--- config.mk ---
export PLATFORM = sky130hd
export DESIGN_NAME = ras_ctrl
export DESIGN_NICKNAME = d
export VERILOG_FILES = /design/src/rtl/ras_pkg.sv /design/src/rtl/ras_decode.sv /design/src/rtl/ras_ctrl.sv
export SDC_FILE = /design/constraint.sdc
export NUM_CORES = 1
export LEC_CHECK = 0
export BUFFER_PORTS_ARGS = -buffer_cell sky130_fd_sc_hd__buf_2
export CORE_UTILIZATION = 35
export CTS_CLUSTER_DIAMETER = 60
export CTS_CLUSTER_SIZE = 25
export DETAILED_ROUTE_END_ITERATION = 6
export PLACE_DENSITY = 0.61
export SKIP_CTS_REPAIR_TIMING = 1
export SYNTH_ARGS = -nofsm -noshare
export SYNTH_HDL_FRONTEND = slang
export SYNTH_SLANG_ARGS = --single-unit
--- constraint.sdc ---
create_clock -name clk -period 2.6 [get_ports clk]
set_clock_uncertainty 0.1 [all_clocks]
set_input_delay 0.13 -clock clk [delete_from_list [all_inputs] [get_ports clk]]
set_output_delay 0.13 -clock clk [all_outputs]
set_load 0.01 [all_outputs]
--- src/rtl/ras_pkg.sv ---
// Shared constants and types for the return-address-stack controller:
// opcodes, link registers and the controller FSM states.
package ras_pkg;

  localparam logic [6:0] OPC_JAL    = 7'b1101111;
  localparam logic [6:0] OPC_JALR   = 7'b1100111;
  localparam logic [6:0] OPC_BRANCH = 7'b1100011;

  localparam logic [4:0] LINK_X1 = 5'd1;
  localparam logic [4:0] LINK_X5 = 5'd5;

  typedef enum logic {
    IDLE,
    CORET_PUSH
  } ras_state_e;

  function automatic logic is_link(input logic [4:0] r);
    return (r == LINK_X1) || (r == LINK_X5);
  endfunction

endpackage

--- src/rtl/ras_decode.sv ---
// Classifies a 32-bit instruction word as call / return / co-routine swap
// and flags whether it needs a RAS checkpoint.
module ras_decode
  import ras_pkg::*;
(
  input  logic [31:0] instr_i,
  output logic        call_o,
  output logic        ret_o,
  output logic        coret_o,
  output logic        ckpt_o
);

  logic [6:0] opc;
  logic [4:0] rd;
  logic [4:0] rs1;
  logic       rd_link;
  logic       rs1_link;
  logic       is_jal;
  logic       is_jalr;
  logic       is_branch;
  logic       unused_bits;

  assign opc         = instr_i[6:0];
  assign rd          = instr_i[11:7];
  assign rs1         = instr_i[19:15];
  assign unused_bits = ^{instr_i[31:20], instr_i[14:12]};

  assign rd_link   = is_link(rd);
  assign rs1_link  = is_link(rs1);
  assign is_jal    = (opc == OPC_JAL);
  assign is_jalr   = (opc == OPC_JALR);
  assign is_branch = (opc == OPC_BRANCH);

  // Both operands linking with different registers means pop-then-push.
  assign call_o  = (is_jal && rd_link) ||
                   (is_jalr && rd_link && (!rs1_link || (rd == rs1)));
  assign ret_o   = is_jalr && !rd_link && rs1_link;
  assign coret_o = is_jalr && rd_link && rs1_link && (rd != rs1);
  assign ckpt_o  = is_branch || is_jalr;

endmodule

--- src/rtl/ras_ctrl.sv ---
// Return-address-stack controller: turns accepted fetch instructions into
// registered push/pop/checkpoint requests and tracks outstanding checkpoints.
module ras_ctrl #(
  parameter int unsigned PC_BITS    = 32,
  parameter int unsigned CKPT_DEPTH = 4
) (
  input  logic               clk,
  input  logic               rst,
  input  logic               valid_i,
  input  logic [31:0]        instr_i,
  input  logic [PC_BITS-1:0] pc_i,
  output logic               ready_o,
  input  logic               flush_i,
  input  logic               resolved_i,
  output logic               ras_push_o,
  output logic               ras_pop_o,
  output logic [PC_BITS-1:0] ras_new_entry_o,
  output logic               ras_is_branch_o,
  output logic               ras_branch_resolved_o,
  output logic               ras_flush_o,
  input  logic               ras_empty_i
);
  import ras_pkg::*;

  localparam int unsigned CNT_W = $clog2(CKPT_DEPTH + 1);

  logic               is_call;
  logic               is_ret;
  logic               is_coret;
  logic               is_ckpt;
  ras_state_e         state_q;
  logic [CNT_W-1:0]   cnt_q;
  logic [CNT_W-1:0]   cnt_d;
  logic [PC_BITS-1:0] coret_ret_q;
  logic [PC_BITS-1:0] link_addr;
  logic               ckpt_full;
  logic               accept;
  logic               branch_d;
  logic               resolve_d;

  ras_decode u_decode (
    .instr_i (instr_i),
    .call_o  (is_call),
    .ret_o   (is_ret),
    .coret_o (is_coret),
    .ckpt_o  (is_ckpt)
  );

  assign link_addr = pc_i + PC_BITS'(4);
  assign ckpt_full = (cnt_q == CNT_W'(CKPT_DEPTH));
  assign ready_o   = (state_q == IDLE) && !flush_i && !(ckpt_full && is_ckpt);
  assign accept    = valid_i && ready_o;

  // Counter moves on the same edge that registers is_branch / resolved.
  assign branch_d  = accept && is_ckpt;
  assign resolve_d = resolved_i && (cnt_q != '0);
  assign cnt_d     = cnt_q + CNT_W'(branch_d) - CNT_W'(resolve_d);

  always_ff @(posedge clk or posedge rst) begin
    if (rst) begin
      state_q               <= IDLE;
      cnt_q                 <= '0;
      coret_ret_q           <= '0;
      ras_push_o            <= 1'b0;
      ras_pop_o             <= 1'b0;
      ras_new_entry_o       <= '0;
      ras_is_branch_o       <= 1'b0;
      ras_branch_resolved_o <= 1'b0;
      ras_flush_o           <= 1'b0;
    end else begin
      ras_push_o            <= 1'b0;
      ras_pop_o             <= 1'b0;
      ras_is_branch_o       <= 1'b0;
      ras_branch_resolved_o <= 1'b0;
      ras_flush_o           <= 1'b0;
      if (flush_i) begin
        ras_flush_o <= 1'b1;
        cnt_q       <= '0;
        state_q     <= IDLE;
      end else begin
        ras_is_branch_o       <= branch_d;
        ras_branch_resolved_o <= resolve_d;
        cnt_q                 <= cnt_d;
        case (state_q)
          IDLE: begin
            if (accept) begin
              if (is_call) begin
                ras_push_o      <= 1'b1;
                ras_new_entry_o <= link_addr;
              end else if (is_ret) begin
                ras_pop_o <= !ras_empty_i;
              end else if (is_coret) begin
                ras_pop_o   <= !ras_empty_i;
                coret_ret_q <= link_addr;
                state_q     <= CORET_PUSH;
              end
            end
          end
          CORET_PUSH: begin
            ras_push_o      <= 1'b1;
            ras_new_entry_o <= coret_ret_q;
            state_q         <= IDLE;
          end
          default: state_q <= IDLE;
        endcase
      end
    end
  end

endmodule

==> metrics, run 1 <==
Pins Over Slew Limit 0; Worst Tran Pin Value 0.6273 ns; worst min-delay path class in -> reg; Total Negative Setup Slacks 0 ns; crit path launch type flop; Port Buffers 92; syn avg cell area 10.33 sq um; CP Cell Sequence nor3b_1 > buf_4 > a2111oi_4 > nor2_2 > or3_1 > inv_8 > mux2_2; Pre-antenna DRT Iters 5; Adder-Cell Fraction of Synth Area 0.01440; post-route setup slack 0.1337 ns; RSZ-0062 raised after global routing false; area of the mapped netlist 0.003998 sq mm; Total Die Area 0.01185 sq mm; mux share of post-synthesis cell area 0.1221; Top delay family on crit path simple AND/OR/NAND/NOR gates; top post-synthesis cells by area dfrtp_1, mux2_4, mux2_2, o21ai_0, nand2_1; Reg area 0.001827 sq mm; sw power 677.6 uW; largest family of logic cells by synthesized area simple AND/OR/NAND/NOR gates; Mapped Nets 461; CTS tree done; Num CTS Buffers 9; worst path required time 2.71 ns; layout cell share with drive strength beyond 1 0.3528; vias in the first global route 3185; Synth top cells by count dfrtp_1, nand2_1, o21ai_0, mux2_4, mux2_2; Area growth, synth to finish 25.92%; run status finished with violations; Worst-path clk slew 0.06 ns; Worst path max stage delay 0.46 ns; R2R Path End ras_new_entry_o[21]$_DFFE_PP0P_; Power Density 549.5 mW/mm^2; Multi-input gate area 0.002023 sq mm; Main synth FF type dfrtp_1; WS Path Type reg -> reg; Overall Global Routing Usage 0.1702; Worst-Skew Late Latency 0.33 ns; DR vias/cell 5.201; fmax 405.5 MHz; switch share 0.2450; part of the power in registers 0.430; core area 0.01098 sq mm; Post-Synthesis Cells 387; Post-route DRC 0; Initial Util 0.3640; Worst path depth 7; design internal power 2.088 mW; r2r startpoint cnt_q[2]$_DFF_PP0_; xor and xnor area share after synthesis 0.06135; NumNets Final 565; area share of the largest cell type after synthesis 0.4570; Post-synth EDFFs 0; period utilization 0.9486; Filler cells 1053; total gr overflow 0; final setup fails 0; Maximum Capacitance Violations 0; Worst slew margin 0.5809; HPWL after DPL 6794 um; R2R Setup Slk 0.13 ns; Ys Warns 0; Post-DRT Antenna Nets 0; WHS -0.002657 ns; Worst Setup SP cnt_q[2]$_DFF_PP0_; first-pass GRT wire length 15480 um; Gate power share 0.123; #FFs+latches synth 73; Clock power frac 0.447; Final Hold Fails 1; sequential-to-total area share from yosys stat 0.4570; crit path buf inv count 2; CP max stage cell or3_1; Worst Reg2Reg Path Length in Cells 7; WL final 9667 um; WL/cell 15.18 um; DR vias 3313; clk root buf clkbuf_16; Post-Synth Simple-Gate Area 0.1834; Unique masters post-synth 44; most common cell in the netlist dfrtp_1; critical path fanouts, max 25; width of the die 108.9 um; CTS max path bufs 2; GPL Wtd Cong 0.8353; initial antenna violation count 1; clock sink count 73; failing checks hold timing; Worst setup endpoint ras_new_entry_o[21]$_DFFE_PP0P_; pre-CTS setup slack 0.01598 ns; WP data arrival 2.58 ns; Leakage 2.361 nW; compound-gate portion of the synthesized area 0.1189; Tmin final 2.466 ns; Synth area leader dfrtp_1; CP endpoint kind flop; pin count of the biggest net entering global routing 74; Chip Height 108.9 um; number of core rows 38; Iteration-0 DRC Markers 161; FFs w/ async S/R, synth 1.000; Peak VDD IR 0.2760 mV; Ports 108; post-layout util 0.4583; # H-tree levels 3
==> power by group through the flow <==
stage	Sequential (mW)	Clock (mW)	Combinational, mW
6_report	1.19	1.24	0.340
5_1_grt	1.19	1.33	0.383
4_1_cts	1.19	1.28	0.338
3_5_place_dp	1.21	0	0.334
3_3_place_gp	1.21	0	0.325
2_1_floorplan	1.21	0	0.193
==> metal layers <==
layer / vias up / global-route usage / share of wire
met5: - / 0 / 0
met2: 136 / 0.2736 / 0.46
met3: 6 / 0.04423 / 0.082
met4: 0 / 0.04440 / 0.0072
met1: 1575 / 0.2266 / 0.45
li1: 1596 / - / -
==> cells in the final DEF, fill, tap and decap left out, types with 10 or more instances in the layout <==
| cell type | instances |
|---|---|
| nand4_1 | 13 |
| nand3_1 | 13 |
| nand2_1 | 47 |
| inv_1 | 12 |
| mux2_2 | 18 |
| o21ai_0 | 36 |
| xor2_1 | 14 |
| nor3_1 | 11 |
| xnor2_1 | 14 |
| a21oi_1 | 10 |
| buf_4 | 13 |
| buf_2 | 92 |
| mux2_4 | 19 |
| dfrtp_1 | 73 |
| and2_1 | 10 |
==> cell families (layout without fill, tap and decap cells) <==
family          Yosys count  count (layout)
mux                      37              37
compound gates           72              72
flops                    73              73
xor+xnor                 28              28
simple gates            140             140
other cells               0               1
fa+ha+maj                 4               4
buf+inv                  33             142
==> cell type report <==
type	count	share of cell area
antenna	1	0.0004971
clock buffer	11	0.04822
clock inverter	5	0.01094
inverter	14	0.01193
multi-input combinational	281	0.4019
sequential	73	0.3629
tap	140	0.03480
timing repair buffer	112	0.1288
==> sequential cells by signal, summed over array words and instances (netlist names) <==
signal                 count
cnt_q                      3
coret_ret_q               32
ras_branch_resolved_o      1
ras_flush_o                1
ras_is_branch_o            1
ras_new_entry_o           32
ras_pop_o                  1
ras_push_o                 1
state_q                    1
==> stage by stage <==
step / hold slack (ns) / power (mW) / instance area [sq um] / instances
4_1_cts: -0.2004 / 2.806 / 4981 / 631
3_5_place_dp: 0.1540 / 1.544 / 4683 / 615
6_report: -0.002657 / 2.766 / 5034 / 637
5_1_grt: 0.009991 / 2.907 / 5031 / 636
3_3_place_gp: 0.1510 / 1.532 / 4683 / 615
2_1_floorplan: 0.06143 / 1.403 / 4004 / 387
==> worst min-delay path by stage <==
stage | start | cells after the start | slack [ns] | end
after floorplan | flush_i | 0 | 0.06 | ras_flush_o$_DFF_PP0_
after global placement | rst | 3 | 0.15 | ras_flush_o$_DFF_PP0_
after detailed placement | rst | 3 | 0.15 | state_q$_DFF_PP0_
after CTS | rst | 3 | -0.20 | ras_flush_o$_DFF_PP0_
after global routing | pc_i[2] | 2 | 0.01 | coret_ret_q[2]$_DFFE_PP0P_
final | pc_i[2] | 2 | -0.003 | coret_ret_q[2]$_DFFE_PP0P_
Power figures use the tool's default switching activity.
==> run 2: changes to the inputs <==
==> constraint.sdc (replaced) <==
create_clock -name clk -period 2.6 [get_ports clk]
set_clock_uncertainty 0.1 [all_clocks]
set_input_delay 0.52 -clock clk [delete_from_list [all_inputs] [get_ports clk]]
set_output_delay 0.52 -clock clk [all_outputs]
set_load 0.01 [all_outputs]
==> run 2 against run 1 <==
Compared with the run above:
- the run now ends clean
- combinational power is 13% higher
- maximum frequency is 0.22% higher
- die area unchanged
- register-to-register slack is essentially flat
- non-clock buffer count increased by 15
- routed wire length shrank 0.93%
- clock-buffer cell count decreased by 2
- critical endpoint is now ras_new_entry_o[23]$_DFFE_PP0P_
- largest cell class unchanged
- highest routed layer unchanged
==> metrics, run 2 (synthesized netlist as in run 1, its figures left out) <==
Power Density 534.3 mW/mm^2; pin count of the biggest net entering global routing 74; Chip Height 108.9 um; most frequent cells in the layout buf_2, dfrtp_1, nand2_1; Worst-Skew Late Latency 0.34 ns; pre-CTS setup slack -0.2132 ns; routed wl met2 4274 um; first-pass GRT wire length 15890 um; placed insts 635; CP max stage cell or3_1; GPL Wtd Cong 0.8506; Area growth, synth to finish 28.80%; CP Cell Sequence nor3b_1 > buf_4 > a2111oi_4 > nor2_2 > or3_1 > inv_8 > mux2_2; critical path fanouts, max 25; # H-tree levels 3; Worst Tran Pin Value 0.4974 ns; WL final 9577 um; width of the die 108.9 um; Port Buffers 92; Worst slew margin 0.6684; cell area after layout 0.005149 sq mm; run status complete, no violations; Pins Over Slew Limit 0; clk root buf clkbuf_16; period utilization 0.9465; number of diodes 0; fmax 406.4 MHz; wire length on met3 572 um; NumNets Final 580; Initial Util 0.3640; WP data arrival 2.58 ns; Largest regs coret_ret_q x32, ras_new_entry_o x32, cnt_q x3; clock sink count 73; CP endpoint kind flop; DR vias 3282; crit path launch type flop; HPWL after DPL 7006 um; Tmin final 2.461 ns; final setup fails 0; total gr overflow 0; highest routed layer met4; Worst Setup SP cnt_q[2]$_DFF_PP0_; non-filler cells, final 651; Pwr Total 2.751 mW; core area 0.01098 sq mm; worst min-delay path class in -> async; vias in the first global route 3273; WHS 0.1567 ns; Metal-1 WL 4586 um; number of core rows 38; Ports 108; Num CTS Buffers 9; Leakage 2.432 nW; Total Die Area 0.01185 sq mm; initial antenna violation count 1; Peak VDD IR 0.2948 mV; CTS max path bufs 2; crit path buf inv count 2; worst path required time 2.72 ns; Placement Cell Area 0.004845 sq mm; RSZ-0062 raised after global routing false; Iteration-0 DRC Markers 107; Maximum Capacitance Violations 0; Worst-path clk slew 0.06 ns; Top delay family on crit path simple AND/OR/NAND/NOR gates; Final Hold Fails 0; WS Path Type reg -> reg; layout cell share with drive strength beyond 1 0.3914; post-route setup slack 0.1391 ns; Post-DRT Antenna Nets 0; CTS tree done; Worst path max stage delay 0.46 ns; commonest non-fill, non-tap cell in the layout buf_2; Post-route DRC 0; r2r startpoint cnt_q[2]$_DFF_PP0_; Pre-antenna DRT Iters 4; WL/cell 14.71 um; DR vias/cell 5.041; Overall Global Routing Usage 0.1757
-- run 2: cell count changes in the layout (fill, tap and decap cells not counted), moves of 2 or more --
cell and delta:
buf_4 +20, dlygate4sd3_1 -5, inv_6 +3, ha_1 -2
-- run 2: metal layers --
metal,global-route usage,vias to the layer above
li1,-,1628
met1,0.2347,1548
met2,0.2749,94
met3,0.04304,12
met4,0.06371,0
met5,0,-
-- run 2: where the power goes --
part	switching, mW	internal [mW]	total, mW	leakage [nW]
combinational	0.200	0.184	0.383	1.30
sequential	0.0180	1.16	1.18	0.988
clock	0.523	0.662	1.19	0.139
-- run 2: worst paths after layout --
path                                                   end  slack, ns  cells after the start
setup / recovery           ras_new_entry_o[23]$_DFFE_PP0P_       0.14                      7
hold / removal             ras_branch_resolved_o$_DFF_PP0_       0.16                      3
setup reg to reg           ras_new_entry_o[23]$_DFFE_PP0P_       0.14                      7
hold reg to reg                coret_ret_q[16]$_DFFE_PP0P_       0.38                      2
max in group asynchronous      coret_ret_q[16]$_DFFE_PP0P_       1.91                      3
min in group clk                       ras_pop_o$_DFF_PP0_       0.26                      2
-- run 2: area by class of cell --
type | count | area (sq um)
clock buffers | 9 | 225.2
clock inverters | 7 | 58.81
fillers | 1025 | 5834
inverters | 14 | 60.06
multi-input cells | 281 | 2054
flip-flops and latches | 73 | 1827
well taps | 140 | 175.2
repair buffers | 127 | 748.2
-- run 2: stage by stage --
step                 TNS [ns]    util
floorplan           -0.007732       -
global placement       -5.041  0.4411
detailed placement     -5.799  0.4411
CTS                         0  0.4670
global route                0  0.4688
finish                      0  0.4688
-- run 2: worst min-delay path: stages --
cell and delay, ns:
buf_2 0.10, inv_2 0.06, buf_12 0.32
